**config.mk**
```make
export PLATFORM = sky130hd
export DESIGN_NAME = uart_tx_sched_flat
export DESIGN_NICKNAME = d
export VERILOG_FILES = /design/src/rtl/uart_tx_sched_pkg.sv /design/src/rtl/uart_tx_sched_if.sv /design/src/rtl/uart_tx_sched_arbiter.sv /design/src/rtl/uart_tx_sched.sv /design/src/flat_wrapper.sv
export SDC_FILE = /design/constraint.sdc
export NUM_CORES = 1
export LEC_CHECK = 0
export ABC_AREA = 0
export CAP_MARGIN = 20
export CORE_MARGIN = 2
export CORE_UTILIZATION = 45
export CTS_BUF_LIST = sky130_fd_sc_hd__clkbuf_4
export DETAILED_ROUTE_END_ITERATION = 10
export DONT_BUFFER_PORTS = 1
export SETUP_SLACK_MARGIN = 0.3
export SYNTH_ARGS = -nofsm -noshare
export SYNTH_HDL_FRONTEND = slang
export SYNTH_HIERARCHICAL = 1
export SYNTH_SLANG_ARGS = --single-unit
```
**constraint.sdc**
```tcl
create_clock -name clk -period 9.9 [get_ports clk]
set_input_delay 2.475 -clock clk [delete_from_list [all_inputs] [get_ports clk]]
set_output_delay 2.475 -clock clk [all_outputs]
set_load 0.02 [all_outputs]
```
**src/rtl/uart_tx_sched_pkg.sv**
```systemverilog
// uart_tx_sched_pkg
//   Shared types and constants for the UART transmit scheduler.
//   state_t   : scheduler FSM states
//   IDLE_BYTE : value driven on txd_in before any frame has been granted
//   PTR_W     : width of requester index / round-robin pointer (covers up to 8 requesters)
//   rr_next   : pointer that follows a granted index, wrapping at n
package uart_tx_sched_pkg;

    typedef enum logic [2:0] {
        S_IDLE     = 3'd0,
        S_START    = 3'd1,
        S_WAIT_OK  = 3'd2,
        S_WAIT_END = 3'd3,
        S_GAP      = 3'd4
    } state_t;

    localparam logic [7:0] IDLE_BYTE = 8'hFF;
    localparam int         PTR_W     = 3;

    function automatic logic [PTR_W-1:0] rr_next(input logic [PTR_W-1:0] idx, input int n);
        return (int'(idx) == n - 1) ? '0 : idx + 1'b1;
    endfunction

endpackage

```
**src/rtl/uart_tx_sched_if.sv**
```systemverilog
// uart_tx_sched_if
//   Requester handshake and uart_tx side of the scheduler.
//   req_valid/req_data : producers -> scheduler, byte i at [8i+7:8i]
//   req_ready/req_done : scheduler -> producers, one-hot single-cycle pulses
//   tx_start/txd_in    : scheduler -> uart_tx
//   tx_ok              : uart_tx -> scheduler, high while transmitter is in STOP
//   modport master : producer / transmitter side
//   modport slave  : scheduler side
interface uart_tx_sched_if #(parameter int N_REQ = 4);
    import uart_tx_sched_pkg::*;

    logic [N_REQ-1:0]   req_valid;
    logic [N_REQ*8-1:0] req_data;
    logic [N_REQ-1:0]   req_ready;
    logic [N_REQ-1:0]   req_done;
    logic               tx_start;
    logic [7:0]         txd_in;
    logic               tx_ok;

    modport master (
        output req_valid, req_data, tx_ok,
        input  req_ready, req_done, tx_start, txd_in
    );

    modport slave (
        input  req_valid, req_data, tx_ok,
        output req_ready, req_done, tx_start, txd_in
    );

endinterface

```
**src/rtl/uart_tx_sched_arbiter.sv**
```systemverilog
// uart_rr_arbiter
//   Combinational round-robin pick: first asserted request at or after ptr, wrapping.
//   req       in  N_REQ  pending requests
//   ptr       in  PTR_W  highest-priority index (must be < N_REQ)
//   grant     out N_REQ  one-hot winner (all zero when nothing requested)
//   grant_idx out PTR_W  index of winner
//   any       out 1      some request is pending
module uart_rr_arbiter
    import uart_tx_sched_pkg::*;
#(
    parameter int N_REQ = 4
) (
    input  logic [N_REQ-1:0] req,
    input  logic [PTR_W-1:0] ptr,
    output logic [N_REQ-1:0] grant,
    output logic [PTR_W-1:0] grant_idx,
    output logic             any
);

    always_comb begin : pick
        int j;
        j         = 0;
        grant     = '0;
        grant_idx = '0;
        any       = 1'b0;
        for (int k = 0; k < N_REQ; k++) begin
            j = int'(ptr) + k;
            if (j >= N_REQ) j = j - N_REQ;
            if (!any && req[j]) begin
                any       = 1'b1;
                grant[j]  = 1'b1;
                grant_idx = PTR_W'(j);
            end
        end
    end

endmodule

```
**src/rtl/uart_tx_sched.sv**
```systemverilog
// uart_tx_sched
//   Shares one uart_tx between N_REQ byte requesters, round-robin, with a
//   programmable inter-frame gap and a per-frame watchdog.
//   clk, rst_n  clock, synchronous active-low reset
//   tx_en       transmitter enable; dropping it mid-frame abandons the frame
//   gap_cfg     idle cycles between frames (0 = none)
//   to_cfg      watchdog limit in cycles per frame (0 = disabled)
//   bus         requester handshake + uart_tx side (slave modport)
//   busy        high outside S_IDLE
//   grant_id    index of current / last granted requester
//   abort       single-cycle pulse when a frame is abandoned
//
//   state      | meaning
//   S_IDLE     | waiting for tx_en and a valid request; grant happens here
//   S_START    | tx_start pulse to uart_tx
//   S_WAIT_OK  | waiting for uart_tx to reach STOP (tx_ok high)
//   S_WAIT_END | waiting for tx_ok to fall = frame finished
//   S_GAP      | inter-frame gap, gap_cfg cycles
module uart_tx_sched
    import uart_tx_sched_pkg::*;
#(
    parameter int N_REQ = 4,
    parameter int GAP_W = 8,
    parameter int TO_W  = 16
) (
    input  logic              clk,
    input  logic              rst_n,
    input  logic              tx_en,
    input  logic [GAP_W-1:0]  gap_cfg,
    input  logic [TO_W-1:0]   to_cfg,
    uart_tx_sched_if.slave    bus,
    output logic              busy,
    output logic [PTR_W-1:0]  grant_id,
    output logic              abort
);

    state_t             state, state_nxt;
    logic [PTR_W-1:0]   rr_ptr;
    logic [TO_W-1:0]    wdog;
    logic [GAP_W-1:0]   gap_cnt;
    logic [7:0]         txd_q;

    logic [N_REQ-1:0]   arb_grant;
    logic [PTR_W-1:0]   arb_idx;
    logic               arb_any;
    logic [7:0]         sel_byte;
    logic               do_grant;
    logic               frame_done;
    logic               timeout;

    uart_rr_arbiter #(.N_REQ(N_REQ)) u_arb (
        .req       (bus.req_valid),
        .ptr       (rr_ptr),
        .grant     (arb_grant),
        .grant_idx (arb_idx),
        .any       (arb_any)
    );

    always_comb begin
        sel_byte = '0;
        for (int i = 0; i < N_REQ; i++) begin
            if (arb_grant[i]) sel_byte = bus.req_data[i*8 +: 8];
        end
    end

    assign timeout     = (to_cfg != '0) && (wdog == to_cfg);
    assign bus.txd_in  = txd_q;
    assign busy        = (state != S_IDLE);

    always_ff @(posedge clk) begin
        if (!rst_n) state <= S_IDLE;
        else        state <= state_nxt;
    end

    // Priority in frame states: tx_en drop, then completion, then timeout.
    // A completion and a timeout landing together counts as a completed frame.
    always_comb begin
        state_nxt     = state;
        bus.req_ready = '0;
        bus.req_done  = '0;
        bus.tx_start  = 1'b0;
        abort         = 1'b0;
        do_grant      = 1'b0;
        frame_done    = 1'b0;
        case (state)
            S_IDLE: begin
                // rst_n gate keeps ready quiet while reset is held
                if (rst_n && tx_en && arb_any) begin
                    bus.req_ready = arb_grant;
                    do_grant      = 1'b1;
                    state_nxt     = S_START;
                end
            end
            S_START, S_WAIT_OK, S_WAIT_END: begin
                if (!tx_en) begin
                    abort     = 1'b1;
                    state_nxt = S_IDLE;
                end else if (state == S_WAIT_END && !bus.tx_ok) begin
                    frame_done = 1'b1;
                    for (int i = 0; i < N_REQ; i++) begin
                        if (grant_id == PTR_W'(i)) bus.req_done[i] = 1'b1;
                    end
                    state_nxt = (gap_cfg != '0) ? S_GAP : S_IDLE;
                end else if (timeout) begin
                    abort     = 1'b1;
                    state_nxt = S_IDLE;
                end else begin
                    case (state)
                        S_START:   begin
                            bus.tx_start = 1'b1;
                            state_nxt    = S_WAIT_OK;
                        end
                        S_WAIT_OK: if (bus.tx_ok) state_nxt = S_WAIT_END;
                        default:   state_nxt = state;
                    endcase
                end
            end
            S_GAP: begin
                if (!tx_en) begin
                    abort     = 1'b1;
                    state_nxt = S_IDLE;
                end else if (gap_cnt <= GAP_W'(1)) begin
                    state_nxt = S_IDLE;
                end
            end
            default: state_nxt = S_IDLE;
        endcase
    end

    always_ff @(posedge clk) begin
        if (!rst_n) begin
            txd_q    <= IDLE_BYTE;
            grant_id <= '0;
            rr_ptr   <= '0;
            wdog     <= '0;
            gap_cnt  <= '0;
        end else begin
            if (do_grant) begin
                txd_q    <= sel_byte;
                grant_id <= arb_idx;
                rr_ptr   <= rr_next(arb_idx, N_REQ);
                wdog     <= '0;
            end else if ((state == S_START || state == S_WAIT_OK || state == S_WAIT_END)
                         && wdog != '1) begin
                wdog <= wdog + 1'b1;
            end

            if (frame_done)                          gap_cnt <= gap_cfg;
            else if (state == S_GAP && gap_cnt != '0) gap_cnt <= gap_cnt - 1'b1;
        end
    end

endmodule
```
**src/flat_wrapper.sv**
```systemverilog
// flat-port wrapper written by rule: the top's interface ports become plain ports
module uart_tx_sched_flat import uart_tx_sched_pkg::*;
#(
    parameter int N_REQ = 4,
    parameter int GAP_W = 8,
    parameter int TO_W  = 16
)
  (clk, rst_n, tx_en, gap_cfg, to_cfg, busy, grant_id, abort, bus_req_valid, bus_req_data, bus_tx_ok, bus_req_ready, bus_req_done, bus_tx_start, bus_txd_in);
  uart_tx_sched_if #(.N_REQ(N_REQ)) bus_i ();
  input  logic clk;
  input  logic rst_n;
  input  logic tx_en;
  input  logic [GAP_W-1:0] gap_cfg;
  input  logic [TO_W-1:0] to_cfg;
  output logic busy;
  output logic [PTR_W-1:0] grant_id;
  output logic abort;
  input wire logic [$bits(bus_i.req_valid)-1:0] bus_req_valid;
  input wire logic [$bits(bus_i.req_data)-1:0] bus_req_data;
  input wire logic [$bits(bus_i.tx_ok)-1:0] bus_tx_ok;
  output wire logic [$bits(bus_i.req_ready)-1:0] bus_req_ready;
  output wire logic [$bits(bus_i.req_done)-1:0] bus_req_done;
  output wire logic [$bits(bus_i.tx_start)-1:0] bus_tx_start;
  output wire logic [$bits(bus_i.txd_in)-1:0] bus_txd_in;
  assign bus_i.req_valid = bus_req_valid;
  assign bus_i.req_data = bus_req_data;
  assign bus_i.tx_ok = bus_tx_ok;
  assign bus_req_ready = bus_i.req_ready;
  assign bus_req_done = bus_i.req_done;
  assign bus_tx_start = bus_i.tx_start;
  assign bus_txd_in = bus_i.txd_in;
  uart_tx_sched #(.N_REQ(N_REQ), .GAP_W(GAP_W), .TO_W(TO_W)) u_core (.clk(clk), .rst_n(rst_n), .tx_en(tx_en), .gap_cfg(gap_cfg), .to_cfg(to_cfg), .bus(bus_i), .busy(busy), .grant_id(grant_id), .abort(abort));
endmodule
```
# ---- After elaboration in Yosys (flattened, before gate mapping)
# Index checks and enable logic that the tools add are counted.
dict set report totals {
  register_bits 41
  elab_cells 153
}
dict set report op_classes {
  n_reduce_logical 29
  magnitude_cmp 13
  add_sub_neg 10
  eq_ne 14
  n_bitwise 4
  muxes 77
}
# operator count
set op_table {}
lappend op_table {{$ge 32x1->1 const B} 4}
lappend op_table {{$lt 32x4->1 const B} 4}
lappend op_table {{$mux 32} 4}
lappend op_table {{$mux 8} 6}
lappend op_table {{$mux 3} 13}
lappend op_table {{$mux 4} 9}
lappend op_table {{$mux 1} 34}
lappend op_table {{$add 16x1->16 const B} 1}
lappend op_table {{$eq 16x16->1} 1}
lappend op_table {{$ne 16x16->1 const B} 1}
lappend op_table {{$reduce_bool 16->1} 1}
lappend op_table {{$reduce_bool 8->1} 2}
lappend op_table {{$sub 4x3->5 const B} 3}
lappend op_table {{$logic_and 1x1->1} 13}
lappend op_table {{$eq 3x2->1 const B} 4}
lappend op_table {{$ge 4x3->1 const B} 3}
lappend op_table {{$or 4x4->4} 3}
lappend op_table {{$pmux 3 s3} 1}
lappend op_table {{$add 3x2->4 const B} 2}
lappend op_table {{$bmux 1 s2} 4}
lappend op_table {{$demux 1 s2} 4}
lappend op_table {{$le 8x1->1 const B} 1}
lappend op_table {{$sub 8x1->8 const B} 1}
lappend op_table {{$eq 3x1->1 const B} 2}
lappend op_table {{other kinds (20)} 26}

# ---- Longest topological paths before layout
# Gate-level depths: netlist of run 1.
dict set report depth {
  depth_word 19
  depth_mapped 16
  ltp_nobuf 11
}

# ---- By module
# The synthesis of run 1 kept the hierarchy.
# mod area_per_inst_um2 cells_per_inst n_inst seq_area_each_um2
set by_module_without_submodules {}
lappend by_module_without_submodules {uart_tx_sched 2534.9 313 1 820.8}
lappend by_module_without_submodules {uart_rr_arbiter 633.1 81 1 0.0}

# ---- Worst setup path after synthesis of run 1
# No wires, ideal clock.
dict set report synth_timing {
  path_kind {in2out}
  from {input bus_req_valid[3]}
  to {output bus_req_ready[3]}
  setup_slack_ns 2.929
  path_stages 8
  required_time_ns 7.425
  arrival_ns 4.496
  path_buffers 3
  cell_sequence {buf_4 > mux4_2 > or2_4 > a21oi_2 > a221o_1 > clkbuf_1 > clkbuf_1 > and2_1}
}
dict set report synth_via {
  elab_cells_between_ends 32
  classes_between {22 x mux; 3 x bitwise; 7 x reduce/logical}
}
# item line
set synth_rtl {}
lappend synth_rtl {{from (decl)} flat_wrapper.sv:18} ;# input wire logic [$bits(bus_i.req_valid)-1:0] bus_req_valid;
lappend synth_rtl {{$bmux 1 s2} uart_tx_sched_arbiter.sv:29} ;# if (!any && req[j]) begin
lappend synth_rtl {{$mux 1 (not written as such) (2 in a row)} uart_tx_sched_arbiter.sv:29}
lappend synth_rtl {{$mux 1} uart_tx_sched_arbiter.sv:29}
lappend synth_rtl {{$logic_not 1->1} uart_tx_sched_arbiter.sv:29}
lappend synth_rtl {{$logic_and 1x1->1} uart_tx_sched_arbiter.sv:29}
lappend synth_rtl {{$mux 1} uart_tx_sched_arbiter.sv:29}
lappend synth_rtl {{$logic_not 1->1} uart_tx_sched_arbiter.sv:29}
lappend synth_rtl {{$logic_and 1x1->1} uart_tx_sched_arbiter.sv:29}
lappend synth_rtl {{$mux 1} uart_tx_sched_arbiter.sv:29}
lappend synth_rtl {{$logic_not 1->1} uart_tx_sched_arbiter.sv:29}
lappend synth_rtl {{$logic_and 1x1->1} uart_tx_sched_arbiter.sv:29}
lappend synth_rtl {{$mux 4 *} uart_tx_sched_arbiter.sv:29}
lappend synth_rtl {{named net u_core.arb_grant[3]} uart_tx_sched.sv:43} ;# logic [N_REQ-1:0] arb_grant;
lappend synth_rtl {{$mux 4 *} uart_tx_sched.sv:88} ;# if (rst_n && tx_en && arb_any) begin
lappend synth_rtl {{$mux 4 *} uart_tx_sched.sv:85} ;# case (state)
lappend synth_rtl {{to (decl)} flat_wrapper.sv:21} ;# output wire logic [$bits(bus_i.req_ready)-1:0] bus_req_ready;
# The timed path passes the listed nets; every way through them passes the cells marked *. The select of a mux whose other input is x is not followed.

# ---- Final worst setup path of run 1
dict set report layout_timing {
  from {input bus_req_valid[3]}
  to {output bus_req_ready[1]}
}
dict set report layout_via {
  elab_chain_cells 16
  elab_cells_between_ends 32
  classes_between {22 x mux; 3 x bitwise; 7 x reduce/logical}
}
# item line
set layout_rtl {}
lappend layout_rtl {{$bmux 1 s2} uart_tx_sched_arbiter.sv:29}
lappend layout_rtl {{$mux 1 (not written as such) (2 in a row)} uart_tx_sched_arbiter.sv:29}
lappend layout_rtl {{$mux 1} uart_tx_sched_arbiter.sv:29}
lappend layout_rtl {{$logic_not 1->1} uart_tx_sched_arbiter.sv:29}
lappend layout_rtl {{$logic_and 1x1->1} uart_tx_sched_arbiter.sv:29}
lappend layout_rtl {{$mux 1} uart_tx_sched_arbiter.sv:29}
lappend layout_rtl {{$logic_not 1->1} uart_tx_sched_arbiter.sv:29}
lappend layout_rtl {{$logic_and 1x1->1} uart_tx_sched_arbiter.sv:29}
lappend layout_rtl {{$mux 1} uart_tx_sched_arbiter.sv:29}
lappend layout_rtl {{$logic_not 1->1} uart_tx_sched_arbiter.sv:29}
lappend layout_rtl {{$logic_and 1x1->1} uart_tx_sched_arbiter.sv:29}
lappend layout_rtl {{$mux 1 *} uart_tx_sched_arbiter.sv:29}
lappend layout_rtl {{named net u_core.arb_any} uart_tx_sched.sv:45} ;# logic arb_any;
lappend layout_rtl {{$logic_and 1x1->1 *} uart_tx_sched.sv:88}
lappend layout_rtl {{$mux 4 *} uart_tx_sched.sv:88}
lappend layout_rtl {{$mux 4 *} uart_tx_sched.sv:85}
# Marked as above.

==> flow_metrics.env, run 1 <==
export IMPL_htree_levels=2
export IMPL_dr_pass1_iters=5
export IMPL_synthTopCellsByCount="dfxtp_1, nand2_1, nor2_1"
export IMPL_syn_area_um2=3168
export IMPL_tns_ns=0
export IMPL_grt_antenna_before_repair=0
export IMPL_layout_setup_ws_ns=2.917
export IMPL_met1_usage_pct=26.58
export IMPL_ys_types=59
export IMPL_grt_util_met2_pct=32.58
export IMPL_ys_ff_latch=41
export IMPL_drive_above_1_share_pct=7.143
export IMPL_max_freq_ghz=0.1432
export IMPL_synth_edff_count=0
export IMPL_path_max_fanout=19
export IMPL_async_flop_share_pct=0
export IMPL_yosysSeqAreaShare_pct=25.91
export IMPL_placedCellCount=466
export IMPL_cp_arrival_ns=4.51
export IMPL_p_sw_uw=144.8
export IMPL_portBuffers=0
export IMPL_power_density_nw_per_um2=129.9
export IMPL_cts_root_buf="clkbuf_4"
export IMPL_use_met3_pct=3.770
export IMPL_yosys_warnings=6
export IMPL_wirelength_um=7587
export IMPL_ff2ff_setup_slack_ns=5.47
export IMPL_pwr_share_comb_pct=27.4
export IMPL_avgSynthCellArea_um2=8.041
export IMPL_hpwl_um=5641
export IMPL_finalCriticalPeriod_ns=6.983
export IMPL_final_util_pct=47.64
export IMPL_globalplace_congestion=0.8755
export IMPL_die_h_um=87.91
export IMPL_cap_viol_max_count=0
export IMPL_n_antenna_cell=0
export IMPL_grt_busiest_layer="met2"
export IMPL_grt_util_all_layers_pct=19.63
export IMPL_drv_slew=0
export IMPL_cts_setup_buffers=0
export IMPL_crit_start="bus_req_valid[3]"
export IMPL_cts_buffer_depth=2
export IMPL_numCtsBuffers=5
export IMPL_syn_inst=394
export IMPL_nets=454
export IMPL_coreArea_um2=6794
export IMPL_vdd_drop_max_mv=0.06508
export IMPL_end_kind="output port"
export IMPL_clock_skew_ns=0.01017
export IMPL_first_iter_violations=113
export IMPL_hold_path_depth=2
export IMPL_cts_sinks=41
export IMPL_worstHoldStart="u_core/gap_cnt[1]"
export IMPL_synthFlopType="dfxtp_1"
export IMPL_fin_area_um2=3237
export IMPL_r2r_cells=9
export IMPL_regToRegEndpoint="u_core/wdog[4]"
export IMPL_cp_required_ns=7.43
export IMPL_cts_resized=0
export IMPL_row_count=30
export IMPL_synth_most_common_cell="dfxtp_1"
export IMPL_critPathKind="in -> out"
export IMPL_fin_crit_sh_pct=70.53
export IMPL_placed_cell_area_um2=3153
export IMPL_syn_nets=471
export IMPL_intPower_uw=275.7
export IMPL_grt_overflow=0
export IMPL_hp_class="reg -> reg"
export IMPL_yosys_top_cells_area="dfxtp_1, xor2_1, ha_1"
export IMPL_via_count=2916
export IMPL_die_x_um=87.91
export IMPL_holdBufCountCts=0
export IMPL_tightest_slew_ns=0.9606
export IMPL_grt_pass1_vias=2700
export IMPL_final_cells=474
export IMPL_cts_tree="built"
export IMPL_pre_cts_ws_ns=2.940
export IMPL_grt_max_degree=26
export IMPL_maxSlewHeadroom_pct=35.06
export IMPL_clockPowerShare_pct=27.4
export IMPL_synth_top_cell_area_share_pct=25.91
export IMPL_r2r_start="u_core/rr_ptr[0]"
export IMPL_drc=0
export IMPL_status="finished, final reports clean"
export IMPL_rsz0062_at_grt="false"
export IMPL_die_area_um2=7727
export IMPL_whs_endpoint="u_core/gap_cnt[1]"
export IMPL_area_growth_pct=2.172
export IMPL_setup_violations=0
export IMPL_grt_pass1_wl_um=12340
export IMPL_start_util_pct=46.63
export IMPL_synth_top_area_cell="dfxtp_1"
export IMPL_switching_share_pct=34.44
export IMPL_nFillCells=688
export IMPL_io_pins=86
export IMPL_worstSkewPairLatency_ns=0.35
export IMPL_via_per_inst=6.152
export IMPL_leakagePower_uw=0.001091
export IMPL_p_seq_share_pct=45.2
export IMPL_wl_per_cell_um=16.01
export IMPL_ant_nets=0
export IMPL_finalHoldViolCount=0
export IMPL_clk_pin_slew_ns=0.14
export IMPL_start_kind="input port"
cell families after synthesis:
| logic type | Yosys count | share of synthesized area (%) |
|---|---|---|
| compound gates | 95 | 21.33 |
| flops | 41 | 25.91 |
| buf+inv | 30 | 4.976 |
| simple gates | 182 | 31.91 |
| mux | 8 | 3.831 |
| xor+xnor | 25 | 6.912 |
| fa+ha+maj | 13 | 5.134 |
per-stage QoR:
stage                     hold WS (ns)  power (µW)
after global placement          0.4787       306.3
after global routing            0.5419       445.5
final                           0.5128       420.6
after detailed placement        0.4914       307.8
after CTS                       0.5096       423.9
after floorplan                 0.4612       294.3
final cells by class:
class,instances,area [µm²],area share [%]
multi-input combinational,323,2190,67.65
inverter,6,22.52,0.6958
clock buffer,5,37.54,1.160
clock inverter,3,46.29,1.430
tap,96,120.1,3.711
sequential,41,820.8,25.36
routing by layer:
metal | vias up | wire length [µm]
met2 | 79 | 3507
li1 | 1442 | -
met3 | 9 | 344
met4 | 0 | 74
met5 | - | 0
met1 | 1386 | 3660
critical path, cell delays in order:
cell and delay (ns):
mux4_2 0.59, or2_4 0.31, or3_1 0.40, and3_1 0.38, and2_1 0.35
power by group through the flow:
stage	Combinational [µW]	Sequential, µW	Clock [µW]
global route	128	192	125
floorplan	107	187	0
finish	115	190	115
detailed placement	114	194	0
CTS	115	190	119
global placement	112	194	0
worst max-delay path by stage:
stage | end | cells after the start
CTS | bus_req_ready[1] | 5
detailed placement | bus_req_ready[1] | 5
global route | bus_req_ready[0] | 5
finish | bus_req_ready[1] | 5
global placement | bus_req_ready[2] | 5
floorplan | bus_req_ready[3] | 8
layout by cell type (no fill, tap or decap), types with 13 or more instances in the layout:
cell,netlist,routed
o21ai_0,16,16
nor4_1,13,13
dfxtp_1,41,41
nor3_1,13,13
nand3_1,19,19
a21oi_1,14,14
nor2b_1,14,14
ha_1,13,13
nor2_1,30,30
nand2_1,37,37
xor2_1,25,25
registers in the layout, summed over array words and instances (netlist names):
register / cells
u_core/rr_ptr: 3
u_core/grant_id: 3
u_core/state: 3
u_core/gap_cnt: 8
u_core/wdog: 16
u_core/bus.txd_in: 8
Note: power is estimated with default switching activity, not from simulation.
==> run 2, diff against run 1 <==
Clock period 9.9 ns to 6.5 ns, I/O delays scaled along.
==> run 2 against run 1 <==
Against the previous run: first-iteration DRC count rose by 24%; power up 51%; non-clock buffer count grew 1; clock skew is 0.0011 ns lower; hold slack got worse by 0.0049 ns; clock power rose by 48%; highest routed layer unchanged.
==> flow_metrics.env, run 2 (synthesis results as in run 1) <==
export IMPL_die_area_um2=7727
export IMPL_via_count=2880
export IMPL_drv_slew=0
export IMPL_highest_layer="met4"
export IMPL_dr_pass1_iters=4
export IMPL_coreArea_um2=6794
export IMPL_start_kind="register"
export IMPL_cts_sinks=41
export IMPL_switching_share_pct=33.78
export IMPL_slowest_stage="dfxtp_1"
export IMPL_critPathKind="reg -> out"
export IMPL_first_iter_violations=140
export IMPL_leakagePower_uw=0.001096
export IMPL_p_sw_uw=214.4
export IMPL_io_pins=86
export IMPL_die_x_um=87.91
export IMPL_numCtsBuffers=5
export IMPL_area_growth_pct=2.409
export IMPL_layout_common_cells="dfxtp_1, nand2_1, nor2_1"
export IMPL_cts_resized=0
export IMPL_mostFrequentLayoutCell="dfxtp_1"
export IMPL_cts_setup_buffers=0
export IMPL_grt_pass1_vias=2577
export IMPL_wl_met3_um=412
export IMPL_wl_per_cell_um=15.56
export IMPL_fin_crit_sh_pct=84.31
export IMPL_wirelength_um=7390
export IMPL_setup_violations=0
export IMPL_p_seq_share_pct=44.9
export IMPL_start_util_pct=46.63
export IMPL_drive_above_1_share_pct=7.388
export IMPL_cts_root_buf="clkbuf_4"
export IMPL_grt_overflow=0
export IMPL_grt_max_degree=26
export IMPL_die_h_um=87.91
export IMPL_rsz0062_at_grt="false"
export IMPL_worstSkewPairLatency_ns=0.34
export IMPL_finalHoldViolCount=0
export IMPL_power_density_nw_per_um2=195.7
export IMPL_drc=0
export IMPL_hpwl_um=5535
export IMPL_end_kind="output port"
export IMPL_cp_arrival_ns=3.86
export IMPL_via_per_inst=6.063
export IMPL_status="finished, final reports clean"
export IMPL_holdBufCountCts=0
export IMPL_cts_tree="built"
export IMPL_clockPowerShare_pct=26.8
export IMPL_clock_skew_ns=0.009053
export IMPL_intPower_uw=420.4
export IMPL_hold_ws_ns=0.5079
export IMPL_largest_reg_flops=16
export IMPL_nets=455
export IMPL_n_antenna_cell=0
export IMPL_path_max_fanout=19
export IMPL_cp_required_ns=4.88
export IMPL_ant_nets=0
export IMPL_wl_met1_um=3498
export IMPL_regMostFlops="u_core/wdog"
export IMPL_max_freq_ghz=0.1825
export IMPL_vdd_drop_max_mv=0.1123
export IMPL_grt_pass1_wl_um=11720
export IMPL_grt_util_all_layers_pct=18.76
export IMPL_cts_buffer_depth=2
export IMPL_tns_ns=0
export IMPL_cp_cell_sequence="inv_1, ha_1, mux4_2, or2_4, or3_1, and3_1, and2_1"
export IMPL_grt_antenna_before_repair=0
export IMPL_hp_class="reg -> reg"
export IMPL_portBuffers=0
export IMPL_maxSlewHeadroom_pct=36.08
export IMPL_htree_levels=2
export IMPL_globalplace_congestion=0.8639
export IMPL_finalCriticalPeriod_ns=5.480
export IMPL_pwr_share_comb_pct=28.4
export IMPL_crit_path_max_incr_delay_ns=0.70
export IMPL_cap_viol_max_count=0
export IMPL_tightest_slew_ns=0.9455
export IMPL_wl_met2_um=3403
export IMPL_clk_pin_slew_ns=0.13
export IMPL_row_count=30
==> run 2: cell count changes in the layout (fill, tap and decap cells not counted), sizes merged <==
cell / delta
buf: +1
==> run 2: cell type report <==
cell class / instances / area (µm²)
clock buffers: 5 / 37.54
clock inverters: 3 / 46.29
fillers: 694 / 3550
inverters: 6 / 22.52
multi-input cells: 323 / 2190
flip-flops and latches: 41 / 820.8
well taps: 96 / 120.1
repair buffers: 1 / 7.507
==> run 2: layer usage <==
layer | vias up | track usage (%)
met4 | 0 | 4.755
met5 | - | 0
li1 | 1440 | -
met2 | 70 | 31.61
met1 | 1362 | 24.80
met3 | 8 | 3.487
==> run 2: worst max-delay path, delay by kind of cell, from the launching register on <==
family | cells | cell delay (ns)
AND/OR/NAND/NOR | 4 | 1.38
adder cells (fa/ha/maj) | 1 | 0.55
multiplexers | 1 | 0.65
flip-flops | 1 | 0.70
buffers and inverters | 1 | 0.21
==> run 2: stage by stage <==
stage / area [µm²] / utilization (%) / instances / total power [µW] / worst slack (ns)
global route: 3244 / 47.75 / 475 / 674.6 / 0.7836
finish: 3244 / 47.75 / 475 / 634.8 / 1.020
global placement: 3161 / 46.52 / 467 / 466.8 / 1.274
floorplan: 3168 / - / 394 / 448.3 / 1.229
detailed placement: 3161 / 46.52 / 467 / 468.4 / 1.241
CTS: 3244 / 47.75 / 475 / 639.7 / 0.9965
==> run 2: final timing paths <==
check	startpoint	to	slack, ns	cells after the start
worst min register to register	u_core/gap_cnt[4]	u_core/gap_cnt[4]	0.51	2
worst max-delay path	u_core/rr_ptr[1]	bus_req_ready[1]	1.02	7
worst min-delay path	u_core/gap_cnt[4]	u_core/gap_cnt[4]	0.51	2
worst max register to register	u_core/rr_ptr[1]	u_core/wdog[4]	2.34	9
==> run 2: power groups by stage <==
stage,combinational [µW],clock [µW],sequential (µW)
final,180,170,285
after global routing,201,186,287
after CTS,179,176,285
after detailed placement,178,0,291
after global placement,176,0,291
after floorplan,163,0,286
